### config.mk
export PLATFORM = sky130hd
export DESIGN_NAME = core_regfile_flat
export DESIGN_NICKNAME = d
export VERILOG_FILES = /design/src/rtl/core_regfile_pkg.sv /design/src/rtl/core_regfile_if.sv /design/src/rtl/core_rf_scoreboard.sv /design/src/rtl/core_regfile.sv /design/src/flat_wrapper.sv
export SDC_FILE = /design/constraint.sdc
export NUM_CORES = 2
export LEC_CHECK = 0
export BUFFER_PORTS_ARGS = -buffer_cell sky130_fd_sc_hd__buf_2
export CAP_MARGIN = 30
export CORE_MARGIN = 3
export CORE_UTILIZATION = 59
export CTS_BUF_LIST = sky130_fd_sc_hd__clkbuf_2 sky130_fd_sc_hd__clkbuf_4 sky130_fd_sc_hd__clkbuf_8
export DETAILED_ROUTE_END_ITERATION = 10
export PLACE_DENSITY = 0.83
export SYNTH_ARGS = -nofsm -noshare
export SYNTH_HDL_FRONTEND = slang
export SYNTH_SLANG_ARGS = --single-unit
### constraint.sdc
create_clock -name clk -period 2.15 [get_ports clk]
set_clock_uncertainty 0.1 [all_clocks]
set_input_delay 0.215 -clock clk [delete_from_list [all_inputs] [get_ports clk]]
set_output_delay 0.215 -clock clk [all_outputs]
set_load 0.01 [all_outputs]
### src/rtl/core_regfile_pkg.sv
// Shared widths, types and small helpers for the integer register file.
package core_regfile_pkg;

   localparam int XLEN = 64;
   localparam int IDXW = 5;
   localparam int NREG = 2 ** IDXW;

   typedef logic [XLEN-1:0] xlen_t;
   typedef logic [IDXW-1:0] ridx_t;

   // True when an enabled index matches a target index (bypass, clear and set hits).
   function automatic logic idxHit(input logic en, input ridx_t a, input ridx_t b);
      return en && (a == b);
   endfunction

endpackage

### src/rtl/core_regfile_if.sv
// Bundle between the ID/WB stages and the register file.
// The master side is the pipeline; the slave side is the register file.
interface core_regfile_if;
   import core_regfile_pkg::*;

   logic  wb_we;
   ridx_t wb_idx;
   xlen_t wb_data;
   ridx_t rs1_idx;
   ridx_t rs2_idx;
   logic  rs1_used;
   logic  rs2_used;
   xlen_t rs1_data;
   xlen_t rs2_data;
   logic  sb_set;
   ridx_t sb_idx;
   logic  flush;
   logic  stall_o;

   modport master (
      output wb_we, wb_idx, wb_data,
      output rs1_idx, rs2_idx, rs1_used, rs2_used,
      output sb_set, sb_idx, flush,
      input  rs1_data, rs2_data, stall_o
   );

   modport slave (
      input  wb_we, wb_idx, wb_data,
      input  rs1_idx, rs2_idx, rs1_used, rs2_used,
      input  sb_set, sb_idx, flush,
      output rs1_data, rs2_data, stall_o
   );

endinterface

### src/rtl/core_rf_scoreboard.sv
// Pending-write scoreboard: one bit per register marking a result still in flight,
// plus the operand hazard (stall) evaluation for the two ID read ports.
module core_rf_scoreboard
   import core_regfile_pkg::*;
(
   input  logic  clk,
   input  logic  rst_n,
   input  logic  wb_we_i,
   input  ridx_t wb_idx_i,
   input  logic  sb_set_i,
   input  ridx_t sb_idx_i,
   input  logic  flush_i,
   input  ridx_t rs1_idx_i,
   input  ridx_t rs2_idx_i,
   input  logic  rs1_used_i,
   input  logic  rs2_used_i,
   output logic  stall_o
);

   logic [NREG-1:0] pending_q;
   logic [NREG-1:0] pending_d;
   logic            rs1Busy;
   logic            rs2Busy;

   // Next pending vector: flush clears everything except a same-cycle issue,
   // a new issue beats a same-cycle write-back because its producer is younger,
   // and x0 can never be pending.
   always_comb begin
      pending_d = pending_q;
      for (int i = 1; i < NREG; i++) begin
         if (flush_i) begin
            pending_d[i] = idxHit(sb_set_i, sb_idx_i, ridx_t'(i));
         end else if (idxHit(sb_set_i, sb_idx_i, ridx_t'(i))) begin
            pending_d[i] = 1'b1;
         end else if (idxHit(wb_we_i, wb_idx_i, ridx_t'(i))) begin
            pending_d[i] = 1'b0;
         end
      end
      pending_d[0] = 1'b0;
   end

   // Pending register; reset discards anything in flight.
   always_ff @(posedge clk or negedge rst_n) begin
      if (!rst_n) begin
         pending_q <= '0;
      end else begin
         pending_q <= pending_d;
      end
   end

   // An operand is busy while pending, unless its write-back lands this cycle
   // (the bypass forwards it), and only stalls when the instruction reads it.
   always_comb begin
      rs1Busy = pending_q[rs1_idx_i] && !idxHit(wb_we_i, wb_idx_i, rs1_idx_i);
      rs2Busy = pending_q[rs2_idx_i] && !idxHit(wb_we_i, wb_idx_i, rs2_idx_i);
      stall_o = (rs1_used_i && rs1Busy) || (rs2_used_i && rs2Busy);
   end

endmodule

### src/rtl/core_regfile.sv
// RV64 integer register file: 32 x XLEN storage with x0 hardwired to zero,
// two combinational read ports with write-back bypass, and a pending-write scoreboard.
module core_regfile
   import core_regfile_pkg::*;
(
   input logic           clk,
   input logic           rst_n,
   core_regfile_if.slave rf
);

   xlen_t regs_q [NREG];

   // Storage array; writes aimed at x0 are dropped so entry 0 stays zero.
   always_ff @(posedge clk or negedge rst_n) begin
      if (!rst_n) begin
         for (int i = 0; i < NREG; i++) begin
            regs_q[i] <= '0;
         end
      end else if (rf.wb_we && (rf.wb_idx != '0)) begin
         regs_q[rf.wb_idx] <= rf.wb_data;
      end
   end

   // Read port 1: zero for x0, same-cycle write-back data if it hits, else the array.
   always_comb begin
      rf.rs1_data = '0;
      if (rf.rs1_idx != '0) begin
         if (idxHit(rf.wb_we, rf.wb_idx, rf.rs1_idx)) begin
            rf.rs1_data = rf.wb_data;
         end else begin
            rf.rs1_data = regs_q[rf.rs1_idx];
         end
      end
   end

   // Read port 2: same selection as port 1, fully independent.
   always_comb begin
      rf.rs2_data = '0;
      if (rf.rs2_idx != '0) begin
         if (idxHit(rf.wb_we, rf.wb_idx, rf.rs2_idx)) begin
            rf.rs2_data = rf.wb_data;
         end else begin
            rf.rs2_data = regs_q[rf.rs2_idx];
         end
      end
   end

   core_rf_scoreboard uScoreboard (
      .clk        (clk),
      .rst_n      (rst_n),
      .wb_we_i    (rf.wb_we),
      .wb_idx_i   (rf.wb_idx),
      .sb_set_i   (rf.sb_set),
      .sb_idx_i   (rf.sb_idx),
      .flush_i    (rf.flush),
      .rs1_idx_i  (rf.rs1_idx),
      .rs2_idx_i  (rf.rs2_idx),
      .rs1_used_i (rf.rs1_used),
      .rs2_used_i (rf.rs2_used),
      .stall_o    (rf.stall_o)
   );

endmodule

### src/flat_wrapper.sv
// flat-port wrapper written by rule: the top's interface ports become plain ports
module core_regfile_flat import core_regfile_pkg::*;
  (clk, rst_n, rf_wb_we, rf_wb_idx, rf_wb_data, rf_rs1_idx, rf_rs2_idx, rf_rs1_used, rf_rs2_used, rf_sb_set, rf_sb_idx, rf_flush, rf_rs1_data, rf_rs2_data, rf_stall_o);
  core_regfile_if rf_i ();
  input logic clk;
  input logic rst_n;
  input wire logic [$bits(rf_i.wb_we)-1:0] rf_wb_we;
  input wire logic [$bits(rf_i.wb_idx)-1:0] rf_wb_idx;
  input wire logic [$bits(rf_i.wb_data)-1:0] rf_wb_data;
  input wire logic [$bits(rf_i.rs1_idx)-1:0] rf_rs1_idx;
  input wire logic [$bits(rf_i.rs2_idx)-1:0] rf_rs2_idx;
  input wire logic [$bits(rf_i.rs1_used)-1:0] rf_rs1_used;
  input wire logic [$bits(rf_i.rs2_used)-1:0] rf_rs2_used;
  input wire logic [$bits(rf_i.sb_set)-1:0] rf_sb_set;
  input wire logic [$bits(rf_i.sb_idx)-1:0] rf_sb_idx;
  input wire logic [$bits(rf_i.flush)-1:0] rf_flush;
  output wire logic [$bits(rf_i.rs1_data)-1:0] rf_rs1_data;
  output wire logic [$bits(rf_i.rs2_data)-1:0] rf_rs2_data;
  output wire logic [$bits(rf_i.stall_o)-1:0] rf_stall_o;
  assign rf_i.wb_we = rf_wb_we;
  assign rf_i.wb_idx = rf_wb_idx;
  assign rf_i.wb_data = rf_wb_data;
  assign rf_i.rs1_idx = rf_rs1_idx;
  assign rf_i.rs2_idx = rf_rs2_idx;
  assign rf_i.rs1_used = rf_rs1_used;
  assign rf_i.rs2_used = rf_rs2_used;
  assign rf_i.sb_set = rf_sb_set;
  assign rf_i.sb_idx = rf_sb_idx;
  assign rf_i.flush = rf_flush;
  assign rf_rs1_data = rf_i.rs1_data;
  assign rf_rs2_data = rf_i.rs2_data;
  assign rf_stall_o = rf_i.stall_o;
  core_regfile u_core (.clk(clk), .rst_n(rst_n), .rf(rf_i));
endmodule
After elaboration in Yosys (flattened, before gate mapping) --
Cells that the tools add are included.
Operators by class: $lt $le $gt $ge 6, eq/ne operators 64, multiplexer cells 110, bitwise operators 3, reduce and logical (&&, ||, !) cells 107
Operators with widths (count):
- bitwise mux 2048 bit | 1
- binary-select mux 64 bit (select 5 bit) | 2
- two-way mux 64 bit | 9
- demux 64 bit (select 5 bit) | 1
- equality test 5 bit (second input constant) | 32
- two-way mux 1 bit | 95
- nonzero test 3 bit | 31
- equality test 5 x 4 -> 1 bit (second input constant) | 16
- logical AND 1 bit | 70
- equality test 5 x 3 -> 1 bit (second input constant) | 8
- equality test 5 x 2 -> 1 bit (second input constant) | 4
- greater-or-equal comparator 6 bit (second input constant) | 3
- inverter 5 -> 6 bit | 3
- nonzero test 5 bit | 3
- < comparator 5 x 6 -> 1 bit (second input constant) | 2
- binary-select mux 1 bit (select 5 bit) | 2
- equality test 5 x 1 -> 1 bit (second input constant) | 2
- equality test 5 bit | 2
- < comparator 6 x 1 -> 1 bit (second input constant) | 1
- zero test 1 bit | 2
- logical OR 1 bit | 1
Storage, ports and cells: bits in registers 2079, input port bits 91, word-level logic and storage cells 353

Longest topological paths before layout --
depth after elaboration 6, gate-level depth with buffers 9, mapped depth without buffers 5

Modules after synthesis --
A second synthesis with hierarchy kept.
Second synthesis, totals: cells, all modules 7686, area, all modules 111426.9 µm²
By module, submodules not included:
- core_regfile | times used 1, cells each 7470, area each 109297.3 µm², sequential area each 51249.2 µm²
- core_rf_scoreboard | times used 1, cells each 216, area each 2129.5 µm², sequential area each 775.7 µm²

Least setup slack after synthesis --
OpenSTA, ideal clock, no wires.
path type input to output, from input rf_rs1_idx[0], to output rf_rs1_data[11], arrival 1.959 ns, slack -0.124 ns, cell stages on the path 7, path buffers 3, path through buf_6 > buf_6 > buf_2 > mux4_2 > mux4_2 > nand3_1 > nand2_1
On the way: word-level cells in the longest chain between the ends 6
RTL lines:
- start, declared | line flat_wrapper.sv:10 | input wire logic [$bits(rf_i.rs1_idx)-1:0] rf_rs1_idx;
- inverter 5 -> 6 bit (not written as such) | line core_regfile.sv:31 | rf.rs1_data = regs_q[rf.rs1_idx];
- binary-select mux 64 bit (select 5 bit) | line core_regfile.sv:31
- two-way mux 64 bit (not written as such) (2 in series) | line core_regfile.sv:31
- two-way mux 64 bit | line core_regfile.sv:28 | if (idxHit(rf.wb_we, rf.wb_idx, rf.rs1_idx)) begin
- two-way mux 64 bit (*) | line core_regfile.sv:27 | if (rf.rs1_idx != '0) begin
- end, declared | line flat_wrapper.sv:17 | output wire logic [$bits(rf_i.rs1_data)-1:0] rf_rs1_data;
Mark *: on every way between the ends. The rest lies on a longest branch, timed or not. The select of a mux whose other input is x is not followed.

Final worst setup path --
from register u_core.regs_q[268] (netlist bit), to output rf_rs2_data[12]
On the way: word-level cells in the longest chain between the ends 5
RTL lines:
- start, declared | line core_regfile.sv:11 | xlen_t regs_q [NREG];
- start signal, assigned by index | line core_regfile.sv:20 | regs_q[rf.wb_idx] <= rf.wb_data;
- binary-select mux 64 bit (select 5 bit) | line core_regfile.sv:43 | rf.rs2_data = regs_q[rf.rs2_idx];
- two-way mux 64 bit (not written as such) (2 in series) | line core_regfile.sv:43
- two-way mux 64 bit | line core_regfile.sv:40 | if (idxHit(rf.wb_we, rf.wb_idx, rf.rs2_idx)) begin
- two-way mux 64 bit | line core_regfile.sv:39 | if (rf.rs2_idx != '0) begin
- end, declared | line flat_wrapper.sv:18 | output wire logic [$bits(rf_i.rs2_data)-1:0] rf_rs2_data;
No other way between the ends. The select of a mux whose other input is x is not followed.

==> results.md <==
* Drt wl/cell at ~40 um
* Grt total ovfl at 0
* Routability Congestion at approximately 0.96
* Initial DRC count at about 14000
* Register area share after synthesis at 0.472
* DP Area at 123000 um^2
* Largest net degree at the start of global routing at between 100 and 150
* Clock sink total at roughly 2100
* Routed vias at 85701
* Endpoints failing setup at 129
* Post-synthesis cell type count at 60
* Fin crit period at ~3.5 ns
* Most used DFF post-synth: dfrtp_1
* Post-DP HPWL at about 260 mm
* Mean Syn Cell Area at ~15 um^2
* Worst Setup End Kind: primary output
* Number of synthesized flops with an enable pin at 0
* CTS buffer count at 353
* Layout cells sized above 1 at 0.650
* Worst-path clk slew at around 0.06 ns
* Critical Path RT at around 1.8 ns
* Final ANT Viol Nets at 0
* Syn_nets at 7341
* Nets at a little over 8000
* Rows at roughly 160
* Slew @ Worst Pin at between 1 and 1.5 ns
* WS Path Type: register to primary output
* Hold Vio Cnt, Final at 0
* Worst skew pair latency at 1.16 ns
* Chip width at 438 um
* RSZ-0062 raised after global routing: true
* Switching Fraction at 0.300
* Pwr/cell area at 890 nW/um^2
* Clock root cell: clkbuf_8
* Tot Pwr at about 120 mW
* Status: complete, but fails checks
* Pre-CTS setup slack at -0.808 ns
* GRT Util Overall at 0.434
* Hold slack at about 0.032 ns
* Fin worst setup slack at -1.32 ns
* Pins Over Slew Limit at 0
* Worst reg2reg path startpoint: u_core.uScoreboard.pending_q[19]
* Placeable Area at between 150000 and 200000 um^2
* Clock Path Buffers at 4
* Arr. time, crit path at between 3 and 4 ns
* Comb pwr share at 0.245
* Synthesized area at around 110000 um^2
* Worst hold path class: input port to register
* Hold_sp: rf_wb_data[46]
* Max VDD drop at between 0.4 and 0.5 mV
* CP startpoint: u_core.regs_q[268]
* TritonCTS clock tree: built
* Failing checks: negative setup slack
* Fmax at 288 MHz
* Leakage power at 59.1 nW
* Yosys reg bits at a little over 2000
* Port Buffer Count at ~220
* Synth top area cells: dfrtp_1 47%, mux4_2 22%, mux2_2 20%
* Area delta synth->final at 22.5%
* Net Sw Power at 36.0 mW
* Fin cells at around 11000
* Post-route cell area at ~130000 um^2
* Commonest cells in the netlist: 2079 x dfrtp_1, 2003 x mux2_2, 1059 x mux4_2, 441 x clkbuf_1, 310 x buf_2
* Clock network fraction of total power at 0.314
* Via-per-instance ratio at roughly 7.8
* Int Power at roughly 84 mW
* CP Launch Type: register
* Setup TNS at -129.15 ns
* Max Cap Viol at 0
* Asr flop ratio synth at 1.00
* Count leader, synth: dfrtp_1
* DIE HEIGHT at 438 um
* First-pass GRT wire length at ~600 mm
* Yosys top cell area share at 0.472
* Final period util at 1.61
* Pre-Repair DR Iteration Count at 9
* Total Wirelength at 430 mm
* Vias in the first global route at approximately 87000
* CTS H-tree lvls at 5
* CP max FO at 3
* Flop pwr share at 0.441
* Inst Count DP at between 10000 and 15000
* Most area-hungry cell type in the Yosys netlist: dfrtp_1
* Antenna violations before repair at 33
* Final core utilization at 0.732
* Die area at roughly 190000 um^2
* Initial core utilization at 0.598
* Worst slew margin relative to its limit at 0.156
* Drc violations at 0
* I/O pin count at 220
* Post-Synthesis Cells at 7250
* Synthesis Warnings at 0
## cell usage in the layout, fill, tap and decap left out, types with 59 or more instances in the layout
cell type,count
buf_4,771
a22oi_1,59
mux4_2,1059
o22ai_2,101
nor2_1,60
a22oi_2,64
dlygate4sd3_1,98
dfrtp_1,2079
buf_6,110
o22ai_1,111
buf_2,144
clkbuf_4,102
clkbuf_8,444
nand2_1,139
mux2_2,1993
buf_12,336
## sequential cells by signal (all words and copies together), names as in the netlist
register / count
u_core.uScoreboard.pending_q: 31
u_core.regs_q: 2048
## power groups by stage
stage               logic [mW]  clock network (mW)  registers, mW
floorplan                 17.7                   0           50.4
global placement          24.3                   0           51.5
detailed placement        25.3                   0           52.5
CTS                       27.6                37.2           51.8
global route              30.5                39.3           53.2
finish                    29.4                37.7           52.9
## what timing repair did
| action | CTS | global route |
|---|---|---|
| pin swaps | 212 | 99 |
| gates resized for setup | 425 | 189 |
| setup endpoints to repair | 129 | 152 |
| hold endpoints to repair | 4094 | 1 |
| hold buffers | 102 | 1 |
| buffers inserted | 115 | 33 |
| gates cloned | 0 | 1 |
## layer usage
metal  wire, um  share of wire  track usage  vias up
li1           -              -            -    30236
met1     133000           0.31        0.518    43079
met2     180000           0.42        0.608     9190
met3      70700           0.16        0.199     3170
met4      45800           0.11        0.345       26
met5        233        0.00054       0.0103        -
## worst paths after layout
path	cells after the start	endpoint	slack, ns
max	6	rf_rs2_data[12]	-1.32
min	3	u_core.regs_q[1454]	0.03
max reg2reg	3	u_core.uScoreboard.pending_q[19]	0.66
min reg2reg	0	u_core.regs_q[2033]	0.30
max in group asynchronous	6	u_core.regs_q[1920]	0.54
min in group asynchronous	4	u_core.regs_q[1828]	0.46
## area by class of cell
| cell class | instances | area [um^2] |
|---|---|---|
| Fill cell | 9962 | 49300 |
| Antenna cell | 35 | 87.6 |
| Tap cell | 2464 | 3080 |
| Clock inverter | 50 | 347 |
| Clock buffer | 546 | 6880 |
| Inverter | 22 | 82.6 |
| Sequential cell | 2079 | 52000 |
| Multi-Input combinational cell | 4281 | 56900 |
| Timing Repair Buffer | 1468 | 15600 |
## logic make-up after synthesis
family | after synthesis | synth area share
and+or+nand+nor | 527 | 0.0226
xor gates and xnor gates | 10 | 0.000795
muxes | 3131 | 0.428
buffers and inverters | 890 | 0.0377
DFF | 2079 | 0.472
AOI/OAI and AO/OA | 613 | 0.0390
## worst max-delay path, stage by stage, from the launching register on
cell and delay [ns]:
dfrtp_1 0.41, mux4_2 0.50, a22oi_2 0.36, nand4_1 0.25, nor2_1 0.18, nor2_2 0.12, buf_2 0.17
(Power assumes the default switching activity.)
